$ cat src/rtl/mem_pkg.sv
// Shared definitions for the data-memory arbiter: FSM encoding, port ids,
// request bundle and the word-range check.
package mem_pkg;

   localparam int unsigned MEM_WORDS_DEF = 128;

   localparam logic PORT_CPU = 1'b0;
   localparam logic PORT_DBG = 1'b1;

   typedef enum logic [1:0] {
      IDLE   = 2'd0,
      ACCESS = 2'd1,
      RESP   = 2'd2
   } state_t;

   typedef struct packed {
      logic        we;
      logic [31:0] addr;
      logic [31:0] wdata;
   } mreq_t;

   // Full-width compare so high address bits can never alias into the array.
   function automatic logic addr_ok(input logic [31:0] addr, input int unsigned words);
      return {2'b00, addr[31:2]} < words;
   endfunction

endpackage

$ cat src/rtl/mem_arbiter_rr_arb2.sv
// Two-way winner select: round-robin pointer, or fixed port-0 priority with a
// starvation counter that forces port 1 through after MAX_WAIT losses.
module rr_arb2
   import mem_pkg::*;
#(
   parameter bit          FIXED_PRIO = 1'b0,
   parameter int unsigned MAX_WAIT   = 15
) (
   input  logic       clock,
   input  logic       reset_n,
   input  logic [1:0] req,
   input  logic       advance,
   output logic       gnt
);

   localparam int unsigned CW = (MAX_WAIT > 0) ? $clog2(MAX_WAIT + 1) : 1;
   localparam logic [CW-1:0] WAIT_LIM = CW'(MAX_WAIT);

   logic          ptr;
   logic [CW-1:0] wait_cnt;
   logic          gnt_rr, gnt_fp;

   assign gnt_rr = (&req) ? ptr : req[1];
   assign gnt_fp = req[1] && (!req[0] || (wait_cnt >= WAIT_LIM));
   assign gnt    = FIXED_PRIO ? gnt_fp : gnt_rr;

   always_ff @(posedge clock or negedge reset_n) begin
      if (!reset_n) begin
         ptr      <= PORT_CPU;
         wait_cnt <= '0;
      end else if (advance) begin
         ptr <= ~gnt;
         // Counts only arbitrations port 1 actually lost while requesting.
         if (gnt)
            wait_cnt <= '0;
         else if (req[1] && (wait_cnt < WAIT_LIM))
            wait_cnt <= wait_cnt + 1'b1;
      end
   end

endmodule

$ cat src/rtl/mem_arbiter.sv
// Shares the single-port data memory between the CPU (port 0) and the
// debug/loader (port 1): IDLE -> ACCESS -> RESP, one memory cycle per grant.
module mem_arbiter
   import mem_pkg::*;
#(
   parameter int unsigned MEM_WORDS  = MEM_WORDS_DEF,
   parameter bit          FIXED_PRIO = 1'b0,
   parameter int unsigned MAX_WAIT   = 15
) (
   input  logic        clock,
   input  logic        reset_n,
   input  logic        req0,
   input  logic        req1,
   input  logic        we0,
   input  logic        we1,
   input  logic [31:0] addr0,
   input  logic [31:0] addr1,
   input  logic [31:0] wdata0,
   input  logic [31:0] wdata1,
   output logic        ack0,
   output logic        ack1,
   output logic [31:0] rdata0,
   output logic [31:0] rdata1,
   output logic        err0,
   output logic        err1,
   output logic        mwr,
   output logic        moe,
   output logic [31:0] ma,
   output logic [31:0] mwd,
   input  logic [31:0] mrd,
   output logic        busy
);

   state_t state;
   logic   owner, gnt, advance, sel_ok, err_q;
   mreq_t  sel;

   assign advance = (state == IDLE) && (req0 || req1);
   assign busy    = (state != IDLE);

   rr_arb2 #(
      .FIXED_PRIO (FIXED_PRIO),
      .MAX_WAIT   (MAX_WAIT)
   ) u_arb (
      .clock   (clock),
      .reset_n (reset_n),
      .req     ({req1, req0}),
      .advance (advance),
      .gnt     (gnt)
   );

   always_comb begin
      sel = '{we: we0, addr: addr0, wdata: wdata0};
      if (gnt == PORT_DBG)
         sel = '{we: we1, addr: addr1, wdata: wdata1};
   end

   assign sel_ok = addr_ok(sel.addr, MEM_WORDS);

   always_ff @(posedge clock or negedge reset_n) begin
      if (!reset_n) begin
         state  <= IDLE;
         owner  <= PORT_CPU;
         err_q  <= 1'b0;
         mwr    <= 1'b0;
         moe    <= 1'b0;
         ma     <= '0;
         mwd    <= '0;
         ack0   <= 1'b0;
         ack1   <= 1'b0;
         err0   <= 1'b0;
         err1   <= 1'b0;
         rdata0 <= '0;
         rdata1 <= '0;
      end else begin
         case (state)
            IDLE: begin
               if (advance) begin
                  // ma/mwd double as the latched request; strobes are
                  // pre-decoded so ACCESS is a pure one-cycle memory op.
                  owner <= gnt;
                  err_q <= !sel_ok;
                  mwr   <= sel.we && sel_ok;
                  moe   <= !sel.we && sel_ok;
                  ma    <= sel.addr;
                  mwd   <= sel.wdata;
                  state <= ACCESS;
               end
            end
            ACCESS: begin
               mwr <= 1'b0;
               moe <= 1'b0;
               if (owner == PORT_DBG) begin
                  ack1   <= 1'b1;
                  err1   <= err_q;
                  rdata1 <= moe ? mrd : '0;
               end else begin
                  ack0   <= 1'b1;
                  err0   <= err_q;
                  rdata0 <= moe ? mrd : '0;
               end
               state <= RESP;
            end
            RESP: begin
               ack0   <= 1'b0;
               ack1   <= 1'b0;
               err0   <= 1'b0;
               err1   <= 1'b0;
               rdata0 <= '0;
               rdata1 <= '0;
               state  <= IDLE;
            end
            default: state <= IDLE;
         endcase
      end
   end

endmodule

$ cat config.mk
export PLATFORM = sky130hd
export DESIGN_NAME = mem_arbiter
export DESIGN_NICKNAME = d
export VERILOG_FILES = /design/src/rtl/mem_pkg.sv /design/src/rtl/mem_arbiter_rr_arb2.sv /design/src/rtl/mem_arbiter.sv
export SDC_FILE = /design/constraint.sdc
export NUM_CORES = 1
export LEC_CHECK = 0
export ABC_CLOCK_PERIOD_IN_PS = 1270
export BUFFER_PORTS_ARGS = -buffer_cell sky130_fd_sc_hd__buf_2
export CORE_MARGIN = 2
export CORE_UTILIZATION = 41
export CTS_CLUSTER_DIAMETER = 60
export DETAILED_ROUTE_END_ITERATION = 6
export PLACE_DENSITY_LB_ADDON = 0.05
export SLEW_MARGIN = 20
export SYNTH_ARGS = -nofsm -noshare
export SYNTH_HDL_FRONTEND = slang
export SYNTH_SLANG_ARGS = --single-unit
$ cat constraint.sdc
create_clock -name clock -period 1.27 [get_ports clock]
set_input_delay 0.127 -clock clock [delete_from_list [all_inputs] [get_ports clock]]
set_output_delay 0.127 -clock clock [all_outputs]
set_load 0.02 [all_outputs]
## Word level (Yosys, flattened, before mapping)

Cells that the tools add are included.
W data, S select, Z words.

- Add/sub/neg operators: 0
- Multipliers: 0
- Div/mod/pow operators: 0
- $lt $le $gt $ge: 1
- Equality and inequality tests: 5
- Shift-type cells: 0
- Mux-type cells: 21
- Bitwise logic cells: 1
- Reductions and logical operators: 15

Operator list:

| operator | count |
|---|---|
| $pmux W32 S2 | 2 |
| $mux W32 | 3 |
| $mux W65 | 1 |
| $lt A30 B8 Y1 const B | 1 |
| $pmux W1 S2 | 6 |
| $reduce_and A2 Y1 | 5 |
| $mux W1 | 7 |
| $ne A2 B2 Y1 const B | 3 |
| $reduce_bool A2 Y1 | 3 |
| $pmux W2 S2 | 1 |
| $logic_and A1 B1 Y1 | 3 |
| $eq A2 B1 Y1 const B | 1 |
| $eq A2 B2 Y1 const B | 1 |
| $logic_not A1 Y1 | 2 |
| $logic_not A2 Y1 | 1 |
| $mux W2 | 1 |
| $logic_or A1 B1 Y1 | 1 |
| $not A1 Y1 | 1 |

- Flip-flop bits (word level): 139
- Latch bits: 0
- Memory bits (writable): 0
- Bits in read-only memories: 0
- Input port bits: 166
- Memories kept: 0

## Longest topological paths before layout

- Word-level depth: 7
- Mapped depth: 8
- Depth with buffers taken out: 5

## Hierarchy

A second synthesis with hierarchy kept.

- Cells, all modules: 591
- Area total of the unflattened synthesis: 6040.8 um2

Modules (own cells, without submodules):

| module | times used | cells each | area each (um2) | sequential area each (um2) |
|---|---|---|---|---|
| mem_arbiter | 1 | 586 | 5984.5 | 3453.3 |
| rr_arb2 | 1 | 5 | 56.3 | 25.0 |

## Least setup slack after synthesis

OpenSTA, ideal clock, no wires.

- Path type: register -> register
- From: reg state[0]
- To: reg rdata1[22]
- Arrival time: 1.244 ns
- Data required time: 1.144 ns
- Slack: -0.101 ns
- Stages on the path, launching flop included: 8
- Path buffers: 3
- Period minus slack after synthesis: 1.371 ns
- Cells stage by stage: dfrtp_1 buf_4 nand2b_1 and2_1 buf_2 buf_4 nand2_1 o21ai_0

- Cells in the longest elaborated chain, start to end: 3

Ends and longest elaborated chain:

| item | line | text |
|---|---|---|
| start, declared | mem_arbiter.sv:34 | `state_t state;` |
| start signal, assigned | mem_arbiter.sv:62 | `state <= IDLE;` |
| start signal, assigned | mem_arbiter.sv:87 | `state <= ACCESS;` |
| start signal, assigned | mem_arbiter.sv:102 | `state <= RESP;` |
| $eq A2 B1 Y1 or $eq A2 B2 Y1 (tied branches) | mem_arbiter.sv:76 | `case (state)` |
| $ne A2 B2 Y1 (no source line) or $reduce_bool A2 Y1 (tied branches) | - |  |
| $reduce_and A2 Y1 (no source line) | - |  |
| end signal, assigned | mem_arbiter.sv:96 | `rdata1 <= moe ? mrd : '0;` |
| end, declared | mem_arbiter.sv:23 | `output logic [31:0] rdata1,` |

Several ways; a longest one is shown, not always the timed one.
A chain may end at the register's enable or synchronous reset.

## Worst setup path in the final report

- From: reg state[0]
- To: reg mwd[18]

- Cells in the longest elaborated chain, start to end: 3

Ends and longest elaborated chain:

| item | line | text |
|---|---|---|
| $logic_not A2 Y1 (*) | mem_arbiter.sv:38, mem_arbiter.sv:76 |  |
| $logic_and A1 B1 Y1 | mem_arbiter.sv:38 | `assign advance = (state == IDLE) && (req0 \|\| req1);` |
| $reduce_and A2 Y1 (no source line) (*) | - |  |
| end signal, assigned | mem_arbiter.sv:86 | `mwd <= sel.wdata;` |
| end, declared | mem_arbiter.sv:29 | `output logic [31:0] mwd,` |

Every way passes the cells marked *; elsewhere a longest branch is shown, timed or not.

==> run summary <==
largest net degree at the start of global routing - 43
Post-DP Area - 7770 sq um
fillers - 743
Final period util - 117%
CTS sink cnt - 139
# DRC - 0
mapped cell area - 5870 sq um
setup TNS - -18.11 ns
Hold Fails Final Rpt - 2
sequential fraction of the synthesis area - 59.2%
critical path's top delay family - flip-flops
via/cell ratio - 5.35
clk buf depth - 2
layout cells sized above 1 - 54.2%
RSZ-0062 raised after global routing - true
nature of the critical path endpoint - flip-flop
Reg2Reg Depth - 7
I/O pins - 301
clock-pin slew on the worst setup and hold paths - 0.06 ns
dpl ws - -0.214 ns
Initial DRC Count - 444
yosys warns - 0
Post-synth EDFFs - 0
RePlAce Congestion - 0.855
final net count - 1237
worst path cell trace - nor2_8, o21ai_4, a21oi_4, buf_12, clkbuf_16, a22oi_2, nand2_1
post-route ant nets - 0
DIE WIDTH - 124 microns
die area - 15300 sq um
total CTS buffers - 17
number of global-route vias before repair - 6700
ys flop type - dfrtp_1
worst min path class - in -> reg
Final Setup Violations - 128
total power - 26.4 mW
clk_lat worst skew - 0.42 ns
WHS - -0.00178 ns
Crit-path slowest cell - dfrtp_2
non-filler instance count after layout - 1265
antenna violations before repair - 1
Clock Tree Root - clkbuf_16
Worst VDD drop - 1.21 mV
1st-pass router iterations - 7
Critical path buffers and inverters - 2
crit path launch type - flip-flop
pwr/cell area - 2280 nW/um^2
failing checks - negative hold slack, negative setup slack
Vias - 6766
Starting Density - 42.2%
Max-slew headroom - 64.3%
status - finished with violations
port bufs - 300
core area - 13900 sq um
area grow syn2layout - 96.7%
fmax - 673 MHz
CP max stage delay - 0.46 ns
Congestion Overflow GR - 0
Distinct cells, synth - 38
Max FO, Critical Path - 8
GRT Total Usage - 28.5%
cell total after placement - 1062
Least-Margin Pin Slew - 0.531 ns
max-slew violations - 0
synthesized area per cell - 9.92 sq um
CTS tree - done
cell count along the critical path - 7
crit path kind - reg -> reg
Post-Route WL - 25300 microns
Static Leak - 5.86 nW
Syn Nets - 758
ys async rst share - 100%
post-route cell area - 11600 sq um
H-tree levels - 4
routed len/inst - 20.0 microns
Max Cap Violations - 0
Die Span Y - 124 microns
Worst Hold Path Cells - 3
final cell utilization of the core - 82.9%
hpwl dp - 12700 microns
Final min period - 1.48 ns
Mapped Cells - 592
Data arrival, critical path - 1.84 ns
first-pass GRT wire length - 33100 microns
final worst slack - -0.215 ns
Synth Register Bits - 139
Worst EP required - 1.62 ns
Rows - 43
skew final - 0.0101 ns
-- what timing repair did --
action,in CTS,in global routing
pin swaps,51,84
setup endpoints to repair,130,135
gates resized for setup,165,169
hold buffers,119,0
buffers inserted,14,12
hold endpoints to repair,247,0
cloned,12,18
-- logic make-up after synthesis --
family,Yosys count,synth area share (%)
simple gates,234,16.6
buf+inv,46,4.37
compound gates,149,15.7
mux,24,4.09
flops,139,59.2
-- flip-flops by register name, summed over array words and instances, names as in the netlist --
register / flops
rdata1: 32
state: 2
err0: 1
ack0: 1
owner: 1
err1: 1
rdata0: 32
ack1: 1
u_arb.ptr: 1
mwd: 32
moe: 1
mwr: 1
ma: 32
err_q: 1
-- final cells by class --
class	instances	area [sq um]	area share, %
diodes	1	2.50	0.0217
clock inverters	10	185	1.60
flip-flops and latches	139	3480	30.1
well taps	180	225	1.95
inverters	4	15.0	0.130
clock buffers	22	494	4.28
multi-input cells	407	3000	26.0
repair buffers	502	4150	35.9
-- synthesized netlist by cell type, types with 2 or more instances --
cell / count / area [sq um]
nor4_1: 7 / 43.8
a32o_1: 2 / 20.0
buf_6: 7 / 78.8
a21oi_1: 2 / 10.0
mux2i_1: 24 / 240
nor2_1: 2 / 7.51
buf_2: 15 / 75.1
clkbuf_1: 16 / 60.1
nand2_1: 208 / 781
or4_1: 2 / 15.0
nand2b_1: 3 / 18.8
o21a_1: 3 / 22.5
a22oi_1: 41 / 308
nand3_1: 3 / 15.0
buf_4: 3 / 22.5
o21ai_2: 2 / 17.5
o21ai_1: 4 / 20.0
a22o_1: 2 / 17.5
o21ai_0: 86 / 430
dfrtp_1: 139 / 3480
inv_1: 4 / 15.0
-- layout by cell type (no fill, tap or decap), types with 16 or more instances in the layout --
cell type,instances
o21ai_1,34
a22oi_2,41
o21ai_2,49
buf_4,16
nand2_4,38
clkbuf_16,30
mux2i_1,18
dlygate4sd3_1,119
buf_6,17
dfrtp_1,137
nand2_1,154
buf_2,298
buf_12,22
-- worst min-delay path, stage by stage --
cell and delay [ns]:
buf_2 0.09, mux2i_1 0.06, o21ai_1 0.11
-- final timing paths --
check                                        from                endpoint  slack, ns
max                          state[0]$_DFFE_PN0P_     mwd[18]$_DFFE_PN0P_      -0.21
min                                      addr1[9]       ma[9]$_DFFE_PN0P_     -0.002
max reg2reg                  state[0]$_DFFE_PN0P_     mwd[18]$_DFFE_PN0P_      -0.21
min reg2reg                rdata0[11]$_DFFE_PN0P_  rdata0[11]$_DFFE_PN0P_       0.48
max in group asynchronous                 reset_n     mwd[11]$_DFFE_PN0P_       0.55
min in group asynchronous                 reset_n   rdata1[9]$_DFFE_PN0P_       0.18
-- power by group --
part           internal [mW]  total [mW]  switching [mW]  leakage [nW]
clock                   3.74        5.63            1.89         0.321
sequential              5.61        6.57           0.960          1.81
combinational           6.83        14.2            7.36          3.73
total                   16.2        26.4            10.2          5.86
-- metal layers --
| metal | share of wire, % | vias to the layer above | track usage, % |
|---|---|---|---|
| met1 | 35 | 3283 | 30.9 |
| met5 | 0 | - | 0 |
| met3 | 7.0 | 96 | 7.37 |
| li1 | - | 3002 | - |
| met2 | 53 | 385 | 51.1 |
| met4 | 4.9 | 0 | 14.9 |
(Power assumes the default switching activity.)
